<file path="config.mk">
export PLATFORM = sky130hd
export DESIGN_NAME = mux_scan_n
export DESIGN_NICKNAME = d
export VERILOG_FILES = /design/src/rtl/mux_scan_n.sv
export SDC_FILE = /design/constraint.sdc
export NUM_CORES = 1
export LEC_CHECK = 0
export CAP_MARGIN = 10
export CORE_MARGIN = 2
export CORE_UTILIZATION = 47
export CTS_CLUSTER_DIAMETER = 80
export DETAILED_ROUTE_END_ITERATION = 16
export PLACE_DENSITY = 0.89
export SYNTH_ARGS = -nofsm -noshare
export SYNTH_HDL_FRONTEND = slang
export SYNTH_SLANG_ARGS = --single-unit
</file>
<file path="constraint.sdc">
create_clock -name clk -period 3.5 [get_ports clk]
set_input_delay 1.05 -clock clk [delete_from_list [all_inputs] [get_ports clk]]
set_output_delay 1.05 -clock clk [all_outputs]
set_load 0.02 [all_outputs]
</file>
<file path="src/rtl/mux_scan_n.sv">
// N:1 registered multiplexer with manual select and auto-scan modes.
// Optional `SCAN_ONEHOT_EN adds active-low one-hot anode output an_n.
module mux_scan_n #(
  parameter int W   = 32,
  parameter int N   = 8,
  parameter int SW  = 6,
  parameter int DIV = 4
) (
  input  logic           clk,
  input  logic           rst_n,
  input  logic [N*W-1:0] din,
  input  logic [SW-1:0]  sel,
  input  logic           mode,
  input  logic           en,
  output logic [W-1:0]   dout,
  output logic [SW-1:0]  cur_sel,
  output logic           sel_err,
  output logic           scan_tick
`ifdef SCAN_ONEHOT_EN
  ,
  output logic [N-1:0]   an_n
`endif
);

  localparam int PW = $clog2(DIV) + 1;
  localparam logic [PW-1:0] PLAST = PW'(DIV - 1);
  localparam logic [SW-1:0] LAST  = SW'(N - 1);
  localparam logic [SW:0]   NV    = (SW+1)'(N);

  typedef enum logic {MODE_MANUAL = 1'b0, MODE_SCAN = 1'b1} mode_e;

  mode_e         mode_q,    mode_d;
  logic [PW-1:0] presc_q,   presc_d;
  logic [W-1:0]  dout_q,    dout_d;
  logic [SW-1:0] cur_sel_q, cur_sel_d;
  logic          sel_err_q, sel_err_d;
  logic          tick_q,    tick_d;
  logic          sel_ok;

  // Out-of-range indices yield zero, which is exactly the manual-mode error value.
  function automatic logic [W-1:0] pick(input logic [N*W-1:0] d, input logic [SW-1:0] idx);
    pick = '0;
    for (int unsigned k = 0; k < N; k++)
      if (idx == SW'(k)) pick = d[k*W +: W];
  endfunction

  assign sel_ok = ({1'b0, sel} < NV);

  always_comb begin
    mode_d    = mode_q;
    presc_d   = presc_q;
    dout_d    = dout_q;
    cur_sel_d = cur_sel_q;
    sel_err_d = sel_err_q;
    tick_d    = 1'b0;
    if (en) begin
      mode_d = mode_e'(mode);
      if (!mode) begin
        cur_sel_d = sel;
        if (sel_ok) begin
          dout_d    = pick(din, sel);
          sel_err_d = 1'b0;
        end else begin
          dout_d    = '0;
          sel_err_d = 1'b1;
        end
      end else if (mode_q == MODE_MANUAL) begin
        presc_d   = '0;
        cur_sel_d = '0;
        dout_d    = pick(din, '0);
        sel_err_d = 1'b0;
      end else begin
        sel_err_d = 1'b0;
        if (presc_q == PLAST) begin
          presc_d   = '0;
          cur_sel_d = (cur_sel_q == LAST) ? '0 : cur_sel_q + 1'b1;
          tick_d    = 1'b1;
        end else begin
          presc_d = presc_q + 1'b1;
        end
        dout_d = pick(din, cur_sel_d);
      end
    end
  end

  always_ff @(posedge clk or negedge rst_n) begin
    if (!rst_n) begin
      mode_q    <= MODE_MANUAL;
      presc_q   <= '0;
      dout_q    <= '0;
      cur_sel_q <= '0;
      sel_err_q <= 1'b0;
      tick_q    <= 1'b0;
    end else begin
      mode_q    <= mode_d;
      presc_q   <= presc_d;
      dout_q    <= dout_d;
      cur_sel_q <= cur_sel_d;
      sel_err_q <= sel_err_d;
      tick_q    <= tick_d;
    end
  end

  assign dout      = dout_q;
  assign cur_sel   = cur_sel_q;
  assign sel_err   = sel_err_q;
  assign scan_tick = tick_q;

`ifdef SCAN_ONEHOT_EN
  logic [N-1:0] an_n_q, an_n_d;

  always_comb begin
    an_n_d = an_n_q;
    if (en) begin
      an_n_d = '1;
      if (!sel_err_d)
        for (int unsigned k = 0; k < N; k++)
          if (cur_sel_d == SW'(k)) an_n_d[k] = 1'b0;
    end
  end

  always_ff @(posedge clk or negedge rst_n) begin
    if (!rst_n) an_n_q <= '1;
    else        an_n_q <= an_n_d;
  end

  assign an_n = an_n_q;
`endif

endmodule

</file>
==> impl_metrics.tcl <==
set metrics [dict create \
    grt_first_pass_wirelength_mm 48.5 \
    postSynthCellCount 824 \
    min_delay_src "presc_q[1]" \
    cts_max_level 2 \
    yosys.cell_types.count 52 \
    cell_total_after_placement 1263 \
    synthesis.area_sq_um 6900 \
    power_leakage_nw 4.06 \
    first_iter_violations 1146 \
    post_synth.cell_area_avg_sq_um 8.37 \
    post-route-worst-setup-slack_ns 0.357 \
    power_density_over_the_cells_nw_per_um2 281 \
    place_hpwl_mm 22.6 \
    asyncSetResetFlopFracSynth 1.00 \
    element_type_at_the_critical_path_end "flop" \
    worst-setup-path-type "primary input to flop" \
    ir_drop_uv 187 \
    antenna_found_initial 3 \
    tritoncts "done" \
    ff2ff_setup_slack_ns 0.43 \
    die_area_sq_um 15700 \
    hold_path.class "flop to flop" \
    final_period_demand_of_the_worst_path_ns 3.14 \
    sequential_cell_area_sq_um 1100 \
    ys_ff_latch 44 \
    final_core_utilization 0.721 \
    routed_wire_length_per_instance_um 24.9 \
    r2r_start "cur_sel[1]" \
    ctsResizeCount 0 \
    port_bufs 305 \
    final_layout_size_suffix_gt1_frac 0.144 \
    root_buffer "sky130_fd_sc_hd__clkbuf_16" \
    slew_headroom 0.469 \
    dominantRegCellSynth "sky130_fd_sc_hd__dfrtp_1" \
    finClkSkew_ns 0.0122 \
    critPathMaxFanout 8 \
    grt_setup_unrepaired "no" \
    instances_no_fill 1272 \
    floorplan.initialDensity 0.478 \
    row_count 44 \
    drtPass1Iterations 6 \
    synth_fp_nets 1092 \
    yosysSeqAreaShare 0.160 \
    grt_overflow_total 0 \
    timing.final.crit_share 0.898 \
    placeableCoreArea_sq_um 14400 \
    pin_count 306 \
    ant_nets 0 \
    cts.sink_count 44 \
    finalHoldViolCount 0 \
    dieWidth_um 125 \
    timing.max_cap.violations 0 \
    clk_transition_reported_paths_ns 0.08 \
    routed_wirelength_mm 31.7 \
    hold_depth 2 \
    worstRegToRegCells 8 \
    critical_path.reg2reg.endpoint "dout[13]" \
    cts-buffers-inserted 5 \
    ctsLongestPathBuffers 2 \
    grt_max_degree 54 \
    multi_input_comb_area_sq_um 5410 \
    critical_path_launch_point_type "primary input" \
    num-fill-cells 1129 \
    timing.critical_path.arrival_ns 3.30 \
    place_ws_ns 0.0859 \
    areaGrowthSynthToFinish_pct 50.8 \
    die-height_um 125 \
    drt_drc_violations_left 0 \
    hold-path-endpoint "presc_q[1]" \
    maxSlewViolCount 0 \
    crit_required_ns 3.66 \
    setup_violations 0 \
    post_drt_via_cell_ratio 7.07 \
    via_count_of_the_first_global_routing_pass 9014 \
    global_route.usage.total 0.381 \
    max_freq_mhz 318 \
    vias 8999 \
    setup-tns-final_ns 0 \
    yosysWarnings 0 \
    fin_nets 1354 \
    worst-slew-pin-transition_ns 0.795 \
    cts_hold_repair.buffers 0 \
    number_of_flops_mapped_to_enable_cells_by_yosys 0 \
    post-cts-setup-buffer-count 0 \
    routabilityCongestion 0.954 \
    worstSkewPairLatency_ns 0.30 \
    run_status "completed" \
]
-- cells in the mapped netlist, types with 28 or more instances --
cell type	instances	area (sq um)
sky130_fd_sc_hd__mux2_2	28	315
sky130_fd_sc_hd__clkbuf_1	48	180
sky130_fd_sc_hd__a21oi_1	77	385
sky130_fd_sc_hd__a22oi_1	28	210
sky130_fd_sc_hd__nand2_1	81	304
sky130_fd_sc_hd__dfrtp_1	44	1100
sky130_fd_sc_hd__o221ai_1	35	307
sky130_fd_sc_hd__buf_2	30	150
sky130_fd_sc_hd__nor2_1	51	191
sky130_fd_sc_hd__o22ai_1	33	206
sky130_fd_sc_hd__mux4_2	33	743
sky130_fd_sc_hd__o21ai_0	34	170
sky130_fd_sc_hd__mux2i_1	119	1190
-- where the power goes --
group / total (W) / leakage [nW] / switching (W) / internal, W
combinational: 0.00171 / 3.41 / 0.000865 / 0.000840
clock: 0.000592 / 0.0804 / 0.000251 / 0.000341
sequential: 0.000629 / 0.573 / 0.0000605 / 0.000569
-- cells by family (layout without fill, tap and decap cells) --
kind of cell / after synthesis / count (layout) / share of synthesized area
and+or+nand+nor: 172 / 172 / 0.110
DFF: 44 / 44 / 0.160
buffers and inverters: 100 / 363 / 0.0655
AOI/OAI and AO/OA: 324 / 324 / 0.332
adders and majority gates: 2 / 2 / 0.00363
other: 0 / 1 / 0
muxes: 180 / 180 / 0.326
xor gates and xnor gates: 2 / 2 / 0.00254
-- metrics by stage --
step	hold WS [ns]	total power (W)	cell area, sq um
floorplan	0.454	0.00152	6900
global placement	0.474	0.00227	10200
detailed placement	0.487	0.00230	10200
CTS	0.504	0.00289	10400
global route	0.549	0.00305	10400
finish	0.504	0.00293	10400
-- placed cells by master (no fill, tap or decap), types with 26 or more instances in the layout --
| cell type | n |
|---|---|
| sky130_fd_sc_hd__a22oi_1 | 28 |
| sky130_fd_sc_hd__o221ai_1 | 35 |
| sky130_fd_sc_hd__nor2_1 | 49 |
| sky130_fd_sc_hd__nand2_1 | 81 |
| sky130_fd_sc_hd__buf_4 | 34 |
| sky130_fd_sc_hd__o22ai_1 | 32 |
| sky130_fd_sc_hd__a21oi_1 | 76 |
| sky130_fd_sc_hd__a31o_2 | 26 |
| sky130_fd_sc_hd__o311ai_1 | 26 |
| sky130_fd_sc_hd__dfrtp_1 | 44 |
| sky130_fd_sc_hd__mux4_2 | 33 |
| sky130_fd_sc_hd__mux2_2 | 28 |
| sky130_fd_sc_hd__o22a_1 | 26 |
| sky130_fd_sc_hd__clkdlybuf4s50_1 | 301 |
| sky130_fd_sc_hd__o21ai_0 | 34 |
| sky130_fd_sc_hd__mux2i_1 | 118 |
-- sequential cells by signal, summed over array words and instances, names as in the netlist --
signal,cells
cur_sel,6
mode_q,1
dout,32
sel_err,1
presc_q,3
scan_tick,1
-- layout make-up --
class,instances,area share
multi-input combinational,680,0.520
timing repair buffer,346,0.332
sequential,44,0.106
tap,184,0.0221
clock buffer,5,0.0120
clock inverter,3,0.00445
inverter,9,0.00325
antenna,1,0.000241
-- routing by layer --
layer  wire length [um]  vias up  GRT usage
met3               4160      153     0.0950
li1                   -     3823          -
met5                 13        -          0
met2              14900      859      0.637
met1              11100     4162      0.461
met4               1570        2      0.184
-- worst max path at each step --
stage / from / end / cells past startpoint
6_report: sel[3] / dout[14] / 6
5_1_grt: sel[3] / dout[14] / 6
4_1_cts: sel[3] / dout[14] / 6
3_5_place_dp: sel[3] / dout[14] / 6
3_3_place_gp: sel[3] / dout[16] / 7
2_1_floorplan: sel[0] / dout[30] / 7
-- critical path, stage by stage --
cell                              delay [ns]
sky130_fd_sc_hd__clkdlybuf4s50_1        0.45
sky130_fd_sc_hd__or4b_1                 0.74
sky130_fd_sc_hd__a311oi_1               0.32
sky130_fd_sc_hd__a2111oi_0              0.12
sky130_fd_sc_hd__a2111oi_0              0.42
sky130_fd_sc_hd__o221ai_1               0.20
Note: power is estimated with default switching activity, not from simulation.
